[src/rtl/up_counter_pkg.sv]
// Shared types and defaults for the loadable up counter and its prescaler.
package up_counter_pkg;

    typedef enum logic {
        COUNT = 1'b0,
        HALT  = 1'b1
    } up_cnt_state_t;

    localparam int DEFAULT_WIDTH    = 8;
    localparam int DEFAULT_PRESCALE = 4;

    // A ratio of 1 or 2 still needs one phase bit so the vector is never zero-width.
    function automatic int prescale_width(input int ratio);
        return (ratio <= 2) ? 1 : $clog2(ratio);
    endfunction

endpackage

[src/rtl/loadable_up_counter_if.sv]
// Control/status bundle of the loadable up counter; master drives commands, slave is the counter.
interface loadable_up_counter_if
    import up_counter_pkg::*;
#(
    parameter int WIDTH = DEFAULT_WIDTH
);

    logic             load;
    logic             enable;
    logic [WIDTH-1:0] data_in;
    logic             limit_we;
    logic [WIDTH-1:0] limit_in;
    logic             auto_reload;
    logic [WIDTH-1:0] count;
    logic             tc;
    logic             wrap;
    logic             halted;

    modport master (
        output load, enable, data_in, limit_we, limit_in, auto_reload,
        input  count, tc, wrap, halted
    );

    modport slave (
        input  load, enable, data_in, limit_we, limit_in, auto_reload,
        output count, tc, wrap, halted
    );

endinterface

[src/rtl/up_counter_prescaler.sv]
// Mod-PRESCALE enable divider: tick fires on every PRESCALE-th enabled cycle.
module up_counter_prescaler
    import up_counter_pkg::*;
#(
    parameter int PRESCALE = DEFAULT_PRESCALE
) (
    input  logic clk,
    input  logic rst_n,
    input  logic clear,
    input  logic enable,
    output logic tick
);

    localparam int            PW   = prescale_width(PRESCALE);
    localparam logic [PW-1:0] LAST = PW'(PRESCALE - 1);

    logic [PW-1:0] phase_q;
    logic [PW-1:0] phase_d;

    // Enable low pauses the phase rather than clearing it.
    always_comb begin
        phase_d = phase_q;
        tick    = 1'b0;
        if (clear) begin
            phase_d = '0;
        end else if (enable) begin
            if (phase_q == LAST) begin
                phase_d = '0;
                tick    = 1'b1;
            end else begin
                phase_d = phase_q + PW'(1);
            end
        end
    end

    always_ff @(posedge clk or negedge rst_n) begin
        if (!rst_n) begin
            phase_q <= '0;
        end else begin
            phase_q <= phase_d;
        end
    end

endmodule

[src/rtl/loadable_up_counter.sv]
// Loadable up counter with programmable limit; wraps to 0 (auto-reload) or halts at the limit.
// Define UP_COUNTER_PRESCALE_EN to advance only on every PRESCALE-th enabled cycle.
module loadable_up_counter
    import up_counter_pkg::*;
#(
    parameter int WIDTH    = DEFAULT_WIDTH,
    parameter int PRESCALE = DEFAULT_PRESCALE
) (
    input logic                  clk,
    input logic                  rst_n,
    loadable_up_counter_if.slave bus
);

    if (PRESCALE < 1) begin : g_bad_prescale
        $error("loadable_up_counter: PRESCALE must be >= 1");
    end

    up_cnt_state_t    state_q;
    up_cnt_state_t    state_d;
    logic [WIDTH-1:0] count_q;
    logic [WIDTH-1:0] count_d;
    logic [WIDTH-1:0] limit_q;
    logic [WIDTH-1:0] limit_d;
    logic             wrap_q;
    logic             wrap_d;
    logic             halted_q;
    logic             halted_d;

    logic advance_req;
    logic step;

    assign advance_req = bus.enable && !bus.load && (state_q == COUNT);

`ifdef UP_COUNTER_PRESCALE_EN
    logic presc_tick;

    up_counter_prescaler #(
        .PRESCALE (PRESCALE)
    ) u_prescaler (
        .clk    (clk),
        .rst_n  (rst_n),
        .clear  (bus.load),
        .enable (advance_req),
        .tick   (presc_tick)
    );

    assign step = advance_req && presc_tick;
`else
    assign step = advance_req;
`endif

    // All decisions compare against the pre-edge limit; a newly written limit takes effect next cycle.
    always_comb begin
        state_d = state_q;
        count_d = count_q;
        limit_d = bus.limit_we ? bus.limit_in : limit_q;
        wrap_d  = 1'b0;
        if (bus.load) begin
            count_d = bus.data_in;
            state_d = COUNT;
        end else if (step) begin
            if (count_q != limit_q) begin
                count_d = count_q + WIDTH'(1);
            end else if (bus.auto_reload) begin
                count_d = '0;
                wrap_d  = 1'b1;
            end else begin
                state_d = HALT;
            end
        end
        halted_d = (state_d == HALT);
    end

    always_ff @(posedge clk or negedge rst_n) begin
        if (!rst_n) begin
            state_q  <= COUNT;
            count_q  <= '0;
            limit_q  <= '1;
            wrap_q   <= 1'b0;
            halted_q <= 1'b0;
        end else begin
            state_q  <= state_d;
            count_q  <= count_d;
            limit_q  <= limit_d;
            wrap_q   <= wrap_d;
            halted_q <= halted_d;
        end
    end

    assign bus.count  = count_q;
    assign bus.tc     = (count_q == limit_q);
    assign bus.wrap   = wrap_q;
    assign bus.halted = halted_q;

endmodule
[src/flat_wrapper.sv]
// flat-port wrapper written by rule: the top's interface ports become plain ports
module loadable_up_counter_flat import up_counter_pkg::*;
#(
    parameter int WIDTH    = DEFAULT_WIDTH,
    parameter int PRESCALE = DEFAULT_PRESCALE
)
  (clk, rst_n, bus_load, bus_enable, bus_data_in, bus_limit_we, bus_limit_in, bus_auto_reload, bus_count, bus_tc, bus_wrap, bus_halted);
  loadable_up_counter_if #(.WIDTH(WIDTH)) bus_i ();
  input logic clk;
  input logic rst_n;
  input wire logic [$bits(bus_i.load)-1:0] bus_load;
  input wire logic [$bits(bus_i.enable)-1:0] bus_enable;
  input wire logic [$bits(bus_i.data_in)-1:0] bus_data_in;
  input wire logic [$bits(bus_i.limit_we)-1:0] bus_limit_we;
  input wire logic [$bits(bus_i.limit_in)-1:0] bus_limit_in;
  input wire logic [$bits(bus_i.auto_reload)-1:0] bus_auto_reload;
  output wire logic [$bits(bus_i.count)-1:0] bus_count;
  output wire logic [$bits(bus_i.tc)-1:0] bus_tc;
  output wire logic [$bits(bus_i.wrap)-1:0] bus_wrap;
  output wire logic [$bits(bus_i.halted)-1:0] bus_halted;
  assign bus_i.load = bus_load;
  assign bus_i.enable = bus_enable;
  assign bus_i.data_in = bus_data_in;
  assign bus_i.limit_we = bus_limit_we;
  assign bus_i.limit_in = bus_limit_in;
  assign bus_i.auto_reload = bus_auto_reload;
  assign bus_count = bus_i.count;
  assign bus_tc = bus_i.tc;
  assign bus_wrap = bus_i.wrap;
  assign bus_halted = bus_i.halted;
  loadable_up_counter #(.WIDTH(WIDTH), .PRESCALE(PRESCALE)) u_core (.clk(clk), .rst_n(rst_n), .bus(bus_i));
endmodule
[config.mk]
export PLATFORM = sky130hd
export DESIGN_NAME = loadable_up_counter_flat
export DESIGN_NICKNAME = d
export VERILOG_FILES = /design/src/rtl/up_counter_pkg.sv /design/src/rtl/loadable_up_counter_if.sv /design/src/rtl/up_counter_prescaler.sv /design/src/rtl/loadable_up_counter.sv /design/src/flat_wrapper.sv
export SDC_FILE = /design/constraint.sdc
export NUM_CORES = 1
export LEC_CHECK = 0
export ABC_AREA = 0
export BUFFER_PORTS_ARGS = -buffer_cell sky130_fd_sc_hd__clkbuf_2
export CAP_MARGIN = 25
export CORE_MARGIN = 4
export CORE_UTILIZATION = 44
export CTS_CLUSTER_DIAMETER = 100
export DETAILED_ROUTE_END_ITERATION = 16
export GPL_TIMING_DRIVEN = 0
export PLACE_DENSITY_LB_ADDON = 0.25
export SETUP_SLACK_MARGIN = 0.4
export SYNTH_ARGS = -nofsm -noshare
export SYNTH_HDL_FRONTEND = slang
export SYNTH_SLANG_ARGS = --single-unit
[constraint.sdc]
create_clock -name clk -period 1.75 [get_ports clk]
set_input_delay 0.0875 -clock clk [delete_from_list [all_inputs] [get_ports clk]]
set_output_delay 0.0875 -clock clk [all_outputs]
set_load 0.05 [all_outputs]
==> flow_metrics.py, run 1 <==
metrics = {
    "floorplan": {
        "die-height_um": 56.2,
        "start_util_pct": 46.2,
        "num_io_pins": 33,
        "dieArea_um2": 3160,
        "die_w_um": 56.2,
        "rows": 17,
        "core-area_um2": 2210,
    },
    "clock_network": {
        "cts_made_buffers": 3,
        "clkTransAtPathRegs_ns": 0.11,
        "clk_latency_ns": 0.30,
        "numClockSinks": 18,
        "htree_levels": 1,
        "cts_tree": "yes",
        "cts_buffer_depth": 2,
        "cts-root-buf": "clkbuf_4",
    },
    "grt": {
        "grt_pass1_wl_mm": 4.64,
        "first_global_vias": 983,
        "grt_util_all_layers_pct": 18.4,
        "antenna_found_initial": 0,
        "grt_max_degree": 19,
        "grt-ovfl-total": 0,
    },
    "timing": {
        "layout_min_cycle_time_ns": 1.94,
        "hold_viol": 0,
        "max_slew_margin_pct": 70.6,
        "drv_slew": 0,
        "finalSetupViolCount": 10,
        "fin_worst_skew_ns": 0.00260,
        "fmax_mhz": 515,
        "rsz0062_at_grt": "true",
        "fin_tns_setup_ns": -1.13,
        "period_share_pct": 111,
        "worst_pin_slew_ns": 0.441,
        "setup_slack_ns": -0.193,
    },
    "pwr": {
        "p_comb_share_pct": 34.9,
        "clockPowerShare_pct": 21.0,
        "p_switching_w": 0.000466,
        "swShare_pct": 37.2,
        "powerDensity_nw_per_um2": 784,
        "p_int_w": 0.000786,
        "p_leak_nw": 0.680,
        "seqPwrFrac_pct": 44.1,
        "peakVddDrop_v": 0.000523,
    },
    "synthesis": {
        "synth_top_cell_by_area": "dfrtp_1",
        "netlist_area_um2": 1020,
        "synth_cells": 97,
        "synth_top_area_share_pct": 24.5,
        "avgSynthCellArea_um2": 10.5,
        "yosys-top-cells-area": "dfrtp_1, dfstp_2, mux2_2, xor2_1, a311o_1",
        "synth_cell_types": 34,
        "synth-seq-cells": 18,
        "synthesis.nets": 120,
        "ys_seq_area_share_pct": 45.0,
        "synth-warning-count": 0,
    },
    "hold_path": {
        "hold_path.class": "in -> reg",
        "holdPathEnd": "u_core.limit_q[3]",
        "min_from": "bus_limit_in[3]",
        "whs_path_depth": 2,
    },
    "placed_design": {
        "place_congestion": 0.844,
        "hpwl_mm": 1.83,
        "port_buffers": 31,
        "post_dp_cell_area_um2": 1240,
        "dp_cells": 156,
    },
    "critical_path": {
        "path_max_fanout": 5,
        "cp.arrival_ns": 1.86,
        "crit_path_end_kind": "primary output",
        "worstRegToRegCells": 8,
        "r2r-start": "u_core.limit_q[2]",
        "r2r_slack_ns": -0.19,
        "cp.required_ns": 1.66,
        "crit_type": "reg -> out",
        "crit_path_start_kind": "register",
        "rr_endpoint": "u_core.bus.count[0]",
    },
    "final_layout": {
        "drive_above_1_share_pct": 64.4,
        "antenna-diode-count": 0,
        "syn_to_final_growth_pct": 56.3,
        "instances_no_fill": 174,
        "final_nets": 170,
        "final_cell_area_um2": 1600,
    },
    "run_status": {
        "violations": "negative setup slack",
        "outcome": "finished, violations left",
    },
    "run": {
        "cap_violations": 0,
    },
    "detailed_routing": {
        "num_vias": 976,
        "drt_iter0_drc": 17,
        "wl_per_cell_um": 16.8,
        "drc": 0,
        "viasPerCell": 5.61,
        "wl_mm": 2.92,
        "antenna_left": 0,
        "first_pass_iters": 4,
    },
}
-- metrics by stage --
stage               worst slack [ns]  util [%]  power [W]  hold WS [ns]
floorplan                     -0.171         -   0.000772        -0.208
global placement              -0.168      55.9   0.000861        0.0479
detailed placement            -0.226      55.9   0.000871        0.0554
CTS                           -0.136      67.1    0.00118        0.0233
global route                  -0.250      72.2    0.00132        0.0139
finish                        -0.193      72.2    0.00125        0.0140
-- metal layers --
layer	wire length [um]	track usage [%]	vias to the layer above	share of wire, %
met2	1490	31.4	40	51
li1	-	-	452	-
met3	191	3.25	7	6.6
met1	1180	23.6	477	41
met5	0	0	-	0
met4	58	5.76	0	2.0
-- cell usage in the layout, fill, tap and decap left out, drive strengths merged --
cell	instances
o41ai	3
nor3	2
a32oi	2
dfstp	8
dlygate4sd3	2
or3	1
o211ai	1
nor4b	1
o2111ai	1
o31ai	1
nor2b	3
ha	1
nand3	5
nand2b	4
xnor2	1
nor2	9
xor2	8
a221o	1
a31oi	2
a21oi	1
nand2	7
nor4	2
a311o	3
dfrtp	10
clkbuf	37
o21ai	2
mux2	8
buf	13
a2111oi	1
inv	4
and3	1
or2	1
-- flip-flops by register name (all words and copies together), names as in the netlist --
| register | count |
|---|---|
| u_core.state_q | 1 |
| u_core.bus.count | 8 |
| u_core.bus.wrap | 1 |
| u_core.limit_q | 8 |
-- cells by family (layout without fill, tap and decap cells) --
group / count (synthesis) / after routing / synth area share, %
XOR/XNOR: 9 / 9 / 7.71
AO/OA/AOI/OAI: 18 / 18 / 14.7
adder cells (fa/ha/maj): 1 / 1 / 1.22
AND/OR/NAND/NOR: 36 / 36 / 19.2
flip-flops: 18 / 18 / 45.0
multiplexers: 8 / 8 / 8.81
buffers and inverters: 7 / 56 / 3.30
-- cells in the mapped netlist --
| master | count |
|---|---|
| nand2_2 | 1 |
| nor2_1 | 8 |
| a221o_1 | 1 |
| a32oi_1 | 2 |
| a31oi_1 | 2 |
| or2_1 | 1 |
| dfrtp_1 | 10 |
| a2111oi_2 | 1 |
| inv_2 | 1 |
| xor2_1 | 8 |
| nand2_1 | 6 |
| o2111ai_1 | 1 |
| o21ai_0 | 2 |
| and3_1 | 1 |
| xnor2_1 | 1 |
| nor2_2 | 1 |
| a21oi_1 | 1 |
| buf_6 | 1 |
| inv_1 | 3 |
| dfstp_2 | 8 |
| nand3_1 | 5 |
| o31ai_1 | 1 |
| nor3_1 | 2 |
| a311o_1 | 3 |
| nor4_2 | 2 |
| o41ai_1 | 3 |
| nor2b_1 | 3 |
| ha_1 | 1 |
| nand2b_1 | 4 |
| o211ai_1 | 1 |
| clkbuf_1 | 2 |
| or3_1 | 1 |
| mux2_2 | 8 |
| nor4b_1 | 1 |
-- layout make-up --
type / instances / area, um2
multi-input combinational: 72 / 686
fill: 154 / 614
sequential: 18 / 470
timing repair buffer: 45 / 325
clock buffer: 4 / 36.3
tap: 28 / 35.0
buffer: 3 / 27.5
inverter: 4 / 17.5
-- worst max-delay path by stage --
stage                             start                  end  slack [ns]  cells after the start
floorplan           u_core.bus.count[2]  u_core.bus.count[3]       -0.17                      7
global placement      u_core.limit_q[6]  u_core.bus.count[2]       -0.17                      5
detailed placement    u_core.limit_q[6]  u_core.bus.count[2]       -0.23                      5
CTS                   u_core.limit_q[6]               bus_tc       -0.14                      6
global route        u_core.bus.count[2]               bus_tc       -0.25                      6
finish                u_core.limit_q[2]               bus_tc       -0.19                      6
-- power groups by stage --
| stage | Clock [W] | Combinational (W) | Sequential [W] |
|---|---|---|---|
| floorplan | 0 | 0.000146 | 0.000625 |
| global placement | 0 | 0.000315 | 0.000546 |
| detailed placement | 0 | 0.000321 | 0.000550 |
| CTS | 0.000262 | 0.000374 | 0.000547 |
| global route | 0.000288 | 0.000468 | 0.000559 |
| finish | 0.000264 | 0.000437 | 0.000552 |
-- worst max-delay path, stage by stage (launching register included) --
cell       delay (ns)
dfstp_2          0.57
xor2_2           0.08
nor4_4           0.35
nand2_2          0.16
inv_4            0.12
buf_12           0.12
clkbuf_16        0.15
-- repair_timing --
| action | 4_1_cts | 5_1_grt |
|---|---|---|
| buffers inserted | 7 | 4 |
| endpoints found under the hold margin | 11 | 0 |
| cloned | 1 | 0 |
| endpoints found under the setup margin | 11 | 11 |
| resized for setup | 16 | 13 |
| hold buffers | 2 | 0 |
| pin swaps | 10 | 9 |
(Power assumes the default switching activity.)
==> inputs of run 2 (changes only) <==
- CORE_MARGIN: 4 -> not set
- SYNTH_HIERARCHICAL: not set -> 1
==> run 2 against run 1 <==
The flow still finishes with violations (negative setup slack). Clock power hardly changed. Maximum frequency grew 6.2%. Sequential share of layout area increased by 1.0 points. Non-clock buffer count grew 5. Sequential power down 2%. Synthesized area decreased by 0.24%. Critical endpoint is now u_core/bus.count[7].
==> flow_metrics.py, run 2 <==
metrics = {
    "detailed_routing": {
        "first_pass_iters": 4,
        "wl_mm": 2.66,
        "antenna_left": 0,
        "num_vias": 979,
        "drt_iter0_drc": 13,
        "dr_wl_met2_mm": 1.42,
        "drc": 0,
        "top_layer_used": "met4",
        "viasPerCell": 5.50,
        "dr_wl_met3_um": 103,
        "drt-met1-wl_mm": 1.07,
        "wl_per_cell_um": 14.9,
    },
    "timing": {
        "hold_ws_ns": 0.0125,
        "fin_worst_skew_ns": 0.00307,
        "period_share_pct": 105,
        "worst_pin_slew_ns": 0.561,
        "max_slew_margin_pct": 62.6,
        "finalSetupViolCount": 7,
        "drv_slew": 0,
        "layout_min_cycle_time_ns": 1.83,
        "hold_viol": 0,
        "rsz0062_at_grt": "true",
        "setup_slack_ns": -0.0802,
        "fmax_mhz": 546,
    },
    "final_layout": {
        "syn_to_final_growth_pct": 51.4,
        "drive_above_1_share_pct": 62.7,
        "final_cell_area_um2": 1540,
        "fin_util_pct": 70.5,
        "layout_commonest_cell": "clkbuf_2",
        "final_nets": 174,
        "antenna-diode-count": 0,
        "layout_common_cells": "clkbuf_2, buf_4, nand2_1",
        "instances_no_fill": 178,
    },
    "critical_path": {
        "r2r_slack_ns": -0.08,
        "rr_endpoint": "u_core/bus.count[7]",
        "worstRegToRegCells": 8,
        "path_max_fanout": 7,
        "cp.required_ns": 1.93,
        "r2r-start": "u_core/limit_q[3]",
        "crit_path_start_kind": "register",
        "crit_path_end_kind": "register",
        "crit_type": "reg -> reg",
        "cp.arrival_ns": 2.01,
    },
    "synthesis": {
        "avgSynthCellArea_um2": 10.4,
        "synth-warning-count": 6,
        "synth-seq-cells": 18,
        "synth_top_cell_by_area": "dfrtp_1",
        "netlist_area_um2": 1020,
        "yosys-top-cells-count": "dfrtp_1, nand2_1, mux2_2",
        "synth_cell_types": 35,
        "synth_top_area_share_pct": 24.5,
        "synthArstFlopShare_pct": 100,
        "ys_seq_area_share_pct": 45.2,
        "synthesis.nets": 121,
        "synth_edf_count": 0,
        "ys_dominant_reg_cell": "dfrtp_1",
        "synth_cells": 98,
        "yosys-top-cells-area": "dfrtp_1, dfstp_2, mux2_2, xnor2_1, nand2_1",
    },
    "run": {
        "cap_violations": 0,
    },
    "pwr": {
        "p_switching_w": 0.000404,
        "swShare_pct": 34.1,
        "peakVddDrop_v": 0.000578,
        "seqPwrFrac_pct": 45.7,
        "p_comb_share_pct": 32.3,
        "p_int_w": 0.000780,
        "clockPowerShare_pct": 22.0,
        "p_leak_nw": 0.678,
        "powerDensity_nw_per_um2": 767,
    },
    "hold_path": {
        "holdPathEnd": "u_core/limit_q[5]",
        "min_from": "bus_limit_in[5]",
        "whs_path_depth": 2,
        "hold_path.class": "in -> reg",
    },
    "placed_design": {
        "hpwl_mm": 1.65,
        "place_congestion": 0.825,
        "post_dp_cell_area_um2": 1280,
        "dp_cells": 157,
        "port_buffers": 31,
    },
    "floorplan": {
        "rows": 17,
        "die-height_um": 50.1,
        "die_w_um": 50.1,
        "core-area_um2": 2190,
        "dieArea_um2": 2510,
        "num_io_pins": 33,
        "start_util_pct": 46.5,
    },
    "clock_network": {
        "cts_tree": "yes",
        "cts_made_buffers": 3,
        "clk_latency_ns": 0.30,
        "numClockSinks": 18,
        "cts_buffer_depth": 2,
        "cts-root-buf": "clkbuf_4",
        "htree_levels": 1,
        "clkTransAtPathRegs_ns": 0.11,
    },
    "grt": {
        "grt-ovfl-total": 0,
        "grt_pass1_wl_mm": 4.16,
        "grt_max_degree": 19,
        "first_global_vias": 984,
        "antenna_found_initial": 0,
        "grt_util_all_layers_pct": 22.7,
    },
    "run_status": {
        "violations": "negative setup slack",
        "outcome": "finished, violations left",
    },
}
==> run 2: what timing repair did <==
action / 4_1_cts / 5_1_grt
hold buffers: 2 / 0
pin swaps: 12 / 16
gates resized for setup: 9 / 8
gates cloned: 0 / 0
buffers inserted: 9 / 6
endpoints found under the setup margin: 10 / 11
endpoints found under the hold margin: 11 / 0
==> run 2: worst max path at each step <==
stage                        startpoint                  end  slack (ns)  cells past startpoint
detailed placement    u_core/limit_q[7]  u_core/bus.count[1]       -0.06                      6
CTS                   u_core/limit_q[0]               bus_tc       -0.05                      6
finish                u_core/limit_q[3]  u_core/bus.count[7]       -0.08                      8
floorplan           u_core/bus.count[1]  u_core/bus.count[3]       -0.06                      7
global route          u_core/limit_q[4]               bus_tc       -0.14                      6
global placement      u_core/limit_q[6]  u_core/bus.count[1]       -0.02                      6
==> run 2: power groups by stage <==
stage	Sequential [W]	Clock [W]	Combinational [W]
2_1_floorplan	0.000609	0	0.000150
3_3_place_gp	0.000543	0	0.000298
3_5_place_dp	0.000545	0	0.000305
4_1_cts	0.000537	0.000267	0.000338
5_1_grt	0.000549	0.000284	0.000405
6_report	0.000541	0.000261	0.000382
==> run 2: worst max-delay path: stages, from the launching register on <==
cell	delay (ns)
dfstp_2	0.57
xnor2_2	0.12
nand4_2	0.13
or2_1	0.25
buf_6	0.15
buf_4	0.14
buf_6	0.12
a31oi_1	0.14
o21ai_1	0.10
==> run 2: cells by family (layout without fill, tap and decap cells) <==
family / count (synthesis) / in the layout / share of synthesized area, %
adder cells (fa/ha/maj): 1 / 1 / 1.23
AO/OA/AOI/OAI: 18 / 18 / 12.9
buffers and inverters: 6 / 58 / 3.19
multiplexers: 11 / 11 / 12.0
XOR/XNOR: 8 / 8 / 6.87
flip-flops: 18 / 18 / 45.2
AND/OR/NAND/NOR: 36 / 36 / 18.7
==> run 2: metrics by stage <==
| stage | setup WS [ns] | power [W] | setup TNS (ns) |
|---|---|---|---|
| floorplan | -0.0645 | 0.000759 | -0.116 |
| CTS | -0.0510 | 0.00114 | -0.105 |
| detailed placement | -0.0577 | 0.000850 | -0.0936 |
| global route | -0.145 | 0.00124 | -0.873 |
| global placement | -0.0235 | 0.000841 | -0.0386 |
| finish | -0.0802 | 0.00118 | -0.341 |
==> run 2: final cells by class <==
type	count	area [um2]
multi-input cells	74	639
fillers	161	647
flip-flops and latches	18	470
plain buffers	5	27.5
inverters	1	16.3
repair buffers	48	319
clock buffers	4	36.3
well taps	28	35.0
==> run 2: metal layers <==
metal	track usage [%]	up-vias
li1	-	466
met5	0	-
met4	14.8	0
met1	25.6	475
met2	40.4	32
met3	1.82	6
==> inputs of run 3 (changes only) <==
- CORE_MARGIN: not set -> 3
==> run 3 against run 2 <==
The run still ends with negative setup slack left. Final area is 6.1% lower. Clock-buffer cell count unchanged. Sequential power shrank 0.9%. Utilization down 0.82 points. Largest cell class unchanged. Combinational power shrank 13%. Total power shrank 8.1%. Clock skew decreased by 0.0015 ns. Sequential cell count stayed put. Setup slack worse by 0.0019 ns.
==> flow_metrics.py, run 3 (same netlist as run 2, synthesis figures left out) <==
metrics = {
    "timing": {
        "hold_viol": 0,
        "worst_pin_slew_ns": 0.513,
        "max_slew_margin_pct": 65.8,
        "fmax_mhz": 546,
        "rsz0062_at_grt": "true",
        "period_share_pct": 105,
        "fin_worst_skew_ns": 0.00161,
        "hold_ws_ns": 0.0136,
        "drv_slew": 0,
        "finalSetupViolCount": 5,
        "setup_slack_ns": -0.0821,
        "layout_min_cycle_time_ns": 1.83,
    },
    "pwr": {
        "swShare_pct": 34.8,
        "peakVddDrop_v": 0.000600,
        "seqPwrFrac_pct": 49.2,
        "total_power_w": 0.00109,
        "powerDensity_nw_per_um2": 750,
        "clockPowerShare_pct": 20.1,
        "p_switching_w": 0.000379,
        "p_leak_nw": 0.612,
        "p_comb_share_pct": 30.6,
        "p_int_w": 0.000709,
    },
    "run_status": {
        "outcome": "finished, violations left",
        "violations": "negative setup slack",
    },
    "floorplan": {
        "num_io_pins": 33,
        "start_util_pct": 49.0,
        "die_w_um": 54.1,
        "rows": 16,
        "dieArea_um2": 2930,
        "die-height_um": 54.1,
        "core-area_um2": 2080,
    },
    "clock_network": {
        "numClockSinks": 18,
        "cts-root-buf": "clkbuf_4",
        "clk_latency_ns": 0.30,
        "cts_made_buffers": 3,
        "cts_tree": "yes",
        "htree_levels": 1,
        "clkTransAtPathRegs_ns": 0.10,
        "cts_buffer_depth": 2,
    },
    "detailed_routing": {
        "drc": 0,
        "antenna_left": 0,
        "num_vias": 922,
        "wl_mm": 2.45,
        "wl_per_cell_um": 14.4,
        "drt_iter0_drc": 17,
        "viasPerCell": 5.42,
        "first_pass_iters": 4,
    },
    "final_layout": {
        "final_cell_area_um2": 1450,
        "layout_commonest_cell": "clkbuf_2",
        "syn_to_final_growth_pct": 42.2,
        "final_nets": 167,
        "drive_above_1_share_pct": 56.6,
        "antenna-diode-count": 0,
        "layout_common_cells": "clkbuf_2, nand2_1, mux2_2",
    },
    "critical_path": {
        "cp.arrival_ns": 1.74,
        "r2r_slack_ns": -0.08,
        "cp.required_ns": 1.66,
        "crit_type": "reg -> out",
        "crit_path_start_kind": "register",
        "cp.buffers_inverters": 3,
        "rr_endpoint": "u_core/bus.count[3]",
        "critical_path.top_delay_family": "flip-flops",
        "path_max_fanout": 7,
        "cp_slowest_stage_delay_ns": 0.55,
        "worstRegToRegCells": 7,
        "r2r-start": "u_core/limit_q[6]",
        "endpoint": "bus_tc",
        "worst-path-stages": 6,
        "critPathSlowestCell": "dfstp_2",
        "worstPathCellList": "xnor2_1 > nand4_1 > or2_1 > buf_6 > inv_12 > clkbuf_16",
        "crit_path_end_kind": "primary output",
        "worstSetupStartpoint": "u_core/limit_q[6]",
    },
    "grt": {
        "grt-ovfl-total": 0,
        "grt_pass1_wl_mm": 4.04,
        "grt_util_all_layers_pct": 19.3,
        "antenna_found_initial": 0,
        "grt_max_degree": 19,
        "first_global_vias": 876,
    },
    "placed_design": {
        "place_congestion": 0.816,
        "post_dp_cell_area_um2": 1270,
        "port_buffers": 31,
        "hpwl_mm": 1.75,
    },
    "hold_path": {
        "hold_path.class": "in -> reg",
    },
    "run": {
        "cap_violations": 0,
    },
}
run 3: cell types whose count changed in the layout (fill, tap and decap cells not counted), sizes merged:
cell         before  now
buf              16    8
dlygate4sd3       2    3
run 3: layout make-up:
class	instances	area, um2
inverters	1	16.3
fillers	169	632
repair buffers	41	262
well taps	27	33.8
clock buffers	4	26.3
flip-flops and latches	18	470
plain buffers	5	27.5
multi-input cells	74	614
run 3: stage by stage:
stage | std cells | TNS (ns) | util [%] | worst slack (ns)
floorplan | 98 | -0.116 | - | -0.0645
global placement | 156 | -0.0479 | 61.2 | -0.0256
detailed placement | 156 | -0.137 | 61.2 | -0.0655
CTS | 167 | -0.146 | 67.5 | -0.0678
global route | 170 | -0.635 | 69.7 | -0.154
finish | 170 | -0.235 | 69.7 | -0.0821
run 3: timing repair:
item	in CTS	in global routing
buffers inserted	5	2
hold buffers	2	1
endpoints found under the hold margin	11	1
setup endpoints to repair	10	11
gates resized for setup	8	2
pin swaps	9	6
run 3: power groups by stage:
stage	Sequential [W]	Combinational, W	Clock [W]
global placement	0.000543	0.000299	0
floorplan	0.000609	0.000150	0
finish	0.000536	0.000333	0.000219
CTS	0.000537	0.000327	0.000228
global route	0.000546	0.000360	0.000252
detailed placement	0.000544	0.000305	0
run 3: worst min path at each step:
stage,end,start,cells past startpoint,slack (ns)
3_5_place_dp,u_core/bus.wrap,rst_n,1,0.06
3_3_place_gp,u_core/bus.wrap,rst_n,1,0.05
4_1_cts,u_core/limit_q[3],bus_limit_in[3],2,0.009
6_report,u_core/limit_q[3],bus_limit_in[3],2,0.01
5_1_grt,u_core/limit_q[2],bus_limit_in[2],2,0.002
2_1_floorplan,u_core/bus.count[0],rst_n,0,-0.21
run 3: per-layer routing:
metal	up-vias	wire length, um	track usage (%)
met5	-	0	0
met4	0	25	6.22
met3	4	124	4.16
met2	25	1280	30.9
met1	445	1020	25.7
li1	448	-	-
